==> src/rtl/mem_stage_pkg.sv <==
// Shared types for the memory access stage: FSM state, default widths and
// the holding-register record for an outstanding load/store.
// Holding-register widths follow DEF_DATA_W/DEF_REG_W.
package mem_stage_pkg;

  localparam int DEF_DATA_W = 16;
  localparam int DEF_REG_W  = 5;

  typedef enum logic {
    IDLE   = 1'b0,
    ACCESS = 1'b1
  } state_e;

  // Everything needed to drive the memory and finish the writeback once the
  // EX/MEM register has moved on.
  typedef struct packed {
    logic                  we;
    logic [DEF_DATA_W-1:0] addr;
    logic [DEF_DATA_W-1:0] wdata;
    logic                  wbs;
    logic [DEF_REG_W-1:0]  dest;
  } mem_req_t;

endpackage

==> src/rtl/access_watchdog.sv <==
// Counts cycles spent waiting on a memory access and flags the last allowed one.
// Latency: expired is combinational from the count on the TIMEOUT-th counted cycle.
// Backpressure: none; load clears the count, count_en advances it (saturating).
// Ports: clk, rst_n, load (clear), count_en (advance), expired (abort this cycle).
module access_watchdog #(
  parameter int TIMEOUT = 15
) (
  input  logic clk,
  input  logic rst_n,
  input  logic load,
  input  logic count_en,
  output logic expired
);

  localparam int CW = $clog2(TIMEOUT + 1);

  logic [CW-1:0] cnt_q, cnt_d;

  always_comb begin
    cnt_d = cnt_q;
    if (load) begin
      cnt_d = '0;
    end else if (count_en && (cnt_q != CW'(TIMEOUT))) begin
      cnt_d = cnt_q + CW'(1);
    end
  end

  always_ff @(posedge clk or negedge rst_n) begin
    if (!rst_n) begin
      cnt_q <= '0;
    end else begin
      cnt_q <= cnt_d;
    end
  end

  // cnt_q counts completed waiting cycles, so TIMEOUT-1 marks the TIMEOUT-th one.
  assign expired = count_en && (cnt_q == CW'(TIMEOUT - 1));

endmodule

==> src/rtl/memory_access_stage.sv <==
// MEM pipeline stage: ALU results pass to MEM/WB, loads/stores go over dmem req/ack.
// Latency: ALU op 1 cycle; load/store 1 accept cycle + cycles to ack, result the edge after ack.
// Backpressure: stall_out holds EX/MEM while an access is outstanding; drops on ack/abort.
// Ports: EX/MEM fields (valid_in, wbs_in, mm_in, wm_in, ALUresult_in, store_data_in,
//        reg_dest_in), dmem_* handshake, MEM/WB outputs, stall_out, sticky timeout_err.
module memory_access_stage
  import mem_stage_pkg::*;
#(
  parameter int DATA_W  = DEF_DATA_W,
  parameter int REG_W   = DEF_REG_W,
  parameter int TIMEOUT = 15
) (
  input  logic              clk,
  input  logic              rst_n,
  input  logic              valid_in,
  input  logic              wbs_in,
  input  logic              mm_in,
  input  logic              wm_in,
  input  logic [DATA_W-1:0] ALUresult_in,
  input  logic [DATA_W-1:0] store_data_in,
  input  logic [REG_W-1:0]  reg_dest_in,
  output logic              stall_out,
  output logic              dmem_req,
  output logic              dmem_we,
  output logic [DATA_W-1:0] dmem_addr,
  output logic [DATA_W-1:0] dmem_wdata,
  input  logic              dmem_ack,
  input  logic [DATA_W-1:0] dmem_rdata,
  output logic              wb_valid_out,
  output logic              wbs_out,
  output logic [DATA_W-1:0] wb_data_out,
  output logic [REG_W-1:0]  reg_dest_out,
  output logic              timeout_err
);

  state_e            state_q, state_d;
  mem_req_t          hold_q, hold_d;
  logic              wb_valid_q, wb_valid_d;
  logic              wbs_q, wbs_d;
  logic [DATA_W-1:0] wb_data_q, wb_data_d;
  logic [REG_W-1:0]  reg_dest_q, reg_dest_d;
  logic              timeout_err_q, timeout_err_d;
  logic              mem_op;
  logic              expired;

  assign mem_op = valid_in && (mm_in || wm_in);

  access_watchdog #(.TIMEOUT(TIMEOUT)) u_watchdog (
    .clk      (clk),
    .rst_n    (rst_n),
    .load     (state_q == IDLE),
    .count_en (state_q == ACCESS),
    .expired  (expired)
  );

  always_comb begin
    state_d       = state_q;
    hold_d        = hold_q;
    wb_valid_d    = wb_valid_q;
    wbs_d         = wbs_q;
    wb_data_d     = wb_data_q;
    reg_dest_d    = reg_dest_q;
    timeout_err_d = timeout_err_q;
    case (state_q)
      IDLE: begin
        if (!valid_in) begin
          wb_valid_d = 1'b0;
          wbs_d      = 1'b0;
        end else if (!mem_op) begin
          wb_valid_d = 1'b1;
          wbs_d      = wbs_in;
          wb_data_d  = ALUresult_in;
          reg_dest_d = reg_dest_in;
        end else begin
          // Store wins over load when both flags are set: no writeback.
          hold_d.we    = wm_in;
          hold_d.addr  = ALUresult_in;
          hold_d.wdata = store_data_in;
          hold_d.wbs   = wbs_in && !wm_in;
          hold_d.dest  = reg_dest_in;
          wb_valid_d   = 1'b0;
          wbs_d        = 1'b0;
          state_d      = ACCESS;
        end
      end
      ACCESS: begin
        if (dmem_ack) begin
          // An ack on the abort cycle still completes the access normally.
          state_d    = IDLE;
          wb_valid_d = 1'b1;
          reg_dest_d = hold_q.dest;
          wbs_d      = hold_q.we ? 1'b0 : hold_q.wbs;
          wb_data_d  = hold_q.we ? hold_q.addr : dmem_rdata;
        end else if (expired) begin
          // Abort: emit a non-writing bubble so the pipeline keeps its slot count.
          state_d       = IDLE;
          timeout_err_d = 1'b1;
          wb_valid_d    = 1'b1;
          wbs_d         = 1'b0;
          wb_data_d     = hold_q.addr;
          reg_dest_d    = hold_q.dest;
        end else begin
          wb_valid_d = 1'b0;
          wbs_d      = 1'b0;
        end
      end
      default: state_d = IDLE;
    endcase
  end

  always_ff @(posedge clk or negedge rst_n) begin
    if (!rst_n) begin
      state_q       <= IDLE;
      hold_q        <= '0;
      wb_valid_q    <= 1'b0;
      wbs_q         <= 1'b0;
      wb_data_q     <= '0;
      reg_dest_q    <= '0;
      timeout_err_q <= 1'b0;
    end else begin
      state_q       <= state_d;
      hold_q        <= hold_d;
      wb_valid_q    <= wb_valid_d;
      wbs_q         <= wbs_d;
      wb_data_q     <= wb_data_d;
      reg_dest_q    <= reg_dest_d;
      timeout_err_q <= timeout_err_d;
    end
  end

  // Stall is gated by rst_n so it drops immediately while reset is held.
  always_comb begin
    stall_out = 1'b0;
    if (state_q == IDLE) begin
      stall_out = rst_n && mem_op;
    end else begin
      stall_out = !(dmem_ack || expired);
    end
  end

  assign dmem_req     = (state_q == ACCESS);
  assign dmem_we      = hold_q.we;
  assign dmem_addr    = hold_q.addr;
  assign dmem_wdata   = hold_q.wdata;
  assign wb_valid_out = wb_valid_q;
  assign wbs_out      = wbs_q;
  assign wb_data_out  = wb_data_q;
  assign reg_dest_out = reg_dest_q;
  assign timeout_err  = timeout_err_q;

endmodule

==> config.mk <==
export PLATFORM = sky130hd
export DESIGN_NAME = memory_access_stage
export DESIGN_NICKNAME = d
export VERILOG_FILES = /design/src/rtl/mem_stage_pkg.sv /design/src/rtl/access_watchdog.sv /design/src/rtl/memory_access_stage.sv
export SDC_FILE = /design/constraint.sdc
export NUM_CORES = 1
export LEC_CHECK = 0
export CORE_MARGIN = 5
export CORE_UTILIZATION = 45
export CTS_BUF_LIST = sky130_fd_sc_hd__clkbuf_8
export DETAILED_ROUTE_END_ITERATION = 8
export PLACE_DENSITY = 0.79
export SETUP_SLACK_MARGIN = 0.05
export SKIP_LAST_GASP = 1
export SYNTH_ARGS = -nofsm -noshare
export SYNTH_HDL_FRONTEND = slang
export SYNTH_HIERARCHICAL = 1
export SYNTH_SLANG_ARGS = --single-unit
==> constraint.sdc <==
create_clock -name clk -period 2.2 [get_ports clk]
set_input_delay 0.33 -clock clk [delete_from_list [all_inputs] [get_ports clk]]
set_output_delay 0.33 -clock clk [all_outputs]
set_load 0.005 [all_outputs]
==> results.yml <==
run_status:
  status: "finished, final reports clean"
timing:
  period_minus_slack_ns: 1.97
  worst_slew_pin_slew_ns: 0.874
  timing.fmax_ghz: 0.508
  finalMaxSlewViolations: 0
  layout_setup_ws_ns: 0.230
  skew_ns: 0.00927
  rsz0062_at_grt: "no"
  maxSlewHeadroom_pct: 41.7
  fin_setup_tns_ns: 0
  holdWs_ns: 0.211
  hold_viol: 0
  setup_viol: 0
  period_share_pct: 89.5
cells_and_area:
  n_fill_cell: 601
  fin_cells: 482
  drive_gt1_share_pct: 24.5
  layout.nets: 441
  area.growth.synth_to_final_pct: 36.5
  final_util_pct: 63.9
  design_area_um2: 4690
  final_cell_mix: "clkdlybuf4s50_1, dfrtp_1, mux2_2"
  diodes: 0
  final_common_cell: "clkdlybuf4s50_1"
floorplan:
  fp.dieH_um: 97.3
  die_x_um: 97.3
  io_pins: 119
  rows: 31
  die-area_um2: 9470
  start_util_pct: 46.8
  fp.coreArea_um2: 7330
synthesis:
  synth-simple-area-share_pct: 11.9
  synth_xor_area_share_pct: 0
  syn_area_per_cell_um2: 11.9
  synth_edf_count: 0
  ys.warnings.count: 6
  yosysUniqueCellTypes: 37
  ys_ff_latch: 68
  syn_area_um2: 3430
  synthArstFlopShare_pct: 100
  synthMuxAreaShare_pct: 15.1
  synth-main-ff-cell: "dfrtp_1"
  synth_nets: 351
  synth_adder_area_share_pct: 0.729
  syn_inst: 289
  yosysSeqAreaShare_pct: 49.6
  synth-compound-area-share_pct: 11.8
  synth_top_family_by_area: "multiplexers"
place:
  dp.cells: 465
  post-place-ws_ns: 0.112
  portBuffers: 118
  dp_hpwl_um: 5990
  postPlaceCellArea_um2: 4490
  place.gp.congestion: 0.742
setup_path:
  path_buf_inv: 2
  cp.required_ns: 1.87
  r2r_setup_slack_ns: 0.30
  crit_slowest_cell: "dfrtp_1"
  r2r_cells: 4
  r2r-end: "wb_data_out[6]"
  worstSetupPathType: "reg2out"
  arrival_ns: 1.64
  cp_max_fo: 3
  critPathLaunchType: "register"
  timing.rr.start: "dmem_req"
  slowest_delay_ns: 0.39
  setup.worst_path.end_class: "output port"
  cp_top_family: "flip-flops"
  path_cells: "inv_1, ha_1, and4_4, nor3_4, a21o_1, dlygate4sd2_1"
route:
  drc: 0
  first_pass_iters: 7
  vias: 2575
  wl_met3_um: 859
  topRoutingLayerUsed: "met4"
  drt_iter0_markers: 93
  vias_per_cell: 5.34
  wl_per_cell_um: 17.7
  met1_length_um: 3360
  wl_met2_um: 4280
  wirelength_um: 8530
  antenna_left: 0
power:
  p_switching_mw: 1.18
  powerDensity_nw_per_um2: 880
  combPwrFrac_pct: 35.6
  switching_share_pct: 28.5
  p_clk_share_pct: 21.5
  finalPower_mw: 4.12
  p_int_mw: 2.95
  seq_power_share_pct: 42.8
  p_leak_nw: 2.02
  ir_drop_mv: 0.632
clock_tree:
  cts_tree: "yes"
  clkTransAtPathRegs_ns: 0.07
  htree_levels: 3
  cts_made_buffers: 9
  clock_path_buffers: 2
  clkLatencyLatePin_ns: 0.33
  cts_sinks: 68
  ctsHoldBuffers: 0
  cts_root_buf: "clkbuf_8"
worst_hold_path:
  hold_class: "in2async"
global_routing:
  grt_usage_pct: 18.6
  grt_pass1_wl_um: 14200
  overflow: 0
  grt_pass1_vias: 2794
  antenna_found_initial: 0
  grt_max_degree: 69
job:
  cap_violations: 0
==> metal layers <==
metal	track usage (%)	vias to the layer above
met5	0	-
met4	5.22	0
met3	8.83	4
met2	30.9	108
met1	21.4	1280
li1	-	1183
==> kinds of logic (layout without fill, tap and decap cells) <==
group,count (synthesis),in the layout
adder cells (fa/ha/maj),2,2
flip-flops,68,68
AND/OR/NAND/NOR,69,69
multiplexers,46,46
buffers and inverters,59,153
AO/OA/AOI/OAI,45,45
==> worst max-delay path by stage <==
| stage | start | to | cells after the start |
|---|---|---|---|
| finish | u_watchdog/cnt_q[0] | stall_out | 6 |
| global route | u_watchdog/cnt_q[0] | stall_out | 6 |
| CTS | u_watchdog/cnt_q[0] | stall_out | 6 |
| detailed placement | wm_in | stall_out | 4 |
| global placement | wm_in | stall_out | 4 |
| floorplan | dmem_req | wb_data_out[0] | 6 |
==> cells in the mapped netlist (2+ instances only) <==
master	n	area, um^2
nor2_1	20	75.1
nand3_1	21	105
buf_4	32	240
buf_1	2	7.51
ha_1	2	25.0
and3b_1	16	140
mux2i_1	5	50.1
dfrtp_1	68	1700
nor3_1	2	10.0
buf_6	3	33.8
o31ai_1	2	15.0
clkbuf_1	10	37.5
mux2_2	39	439
a211oi_1	17	128
mux2_4	2	30.0
buf_2	5	25.0
o31ai_2	14	175
inv_1	5	18.8
o21ai_0	6	30.0
==> flip-flops by register name, indices dropped and copies added, names as in the netlist, 4 cells and up <==
register	flops
reg_dest_out	5
u_watchdog/cnt_q	4
hold_q	6
dmem_wdata	16
wb_data_out	16
dmem_addr	16
==> power by group through the flow <==
stage / clock (mW) / combinational (mW) / sequential, mW
2_1_floorplan: 0 / 0.807 / 1.75
3_3_place_gp: 0 / 1.44 / 1.77
3_5_place_dp: 0 / 1.47 / 1.79
4_1_cts: 0.925 / 1.49 / 1.77
5_1_grt: 0.990 / 1.59 / 1.81
6_report: 0.888 / 1.47 / 1.77
==> worst register-to-register path: stages (launching register included) <==
cell and delay (ns):
dfrtp_1 0.42, buf_4 0.22, or4b_1 0.59, and2_4 0.28, o31ai_1 0.28
==> layout make-up <==
type                       instances  area (um^2)  share of cell area (%)
sequential                        68         1700                    36.3
tap                               99          124                    2.64
clock buffer                      11          151                    3.23
clock inverter                     4         17.5                   0.374
timing repair buffer             131         1290                    27.5
inverter                           7         27.5                   0.587
multi-input combinational        162         1380                    29.4
==> what timing repair did <==
| item | 4_1_cts | 5_1_grt |
|---|---|---|
| resized for setup | 5 | 0 |
| endpoints found under the setup margin | 1 | 0 |
| setup buffers | 2 | 0 |
(Power assumes the default switching activity.)
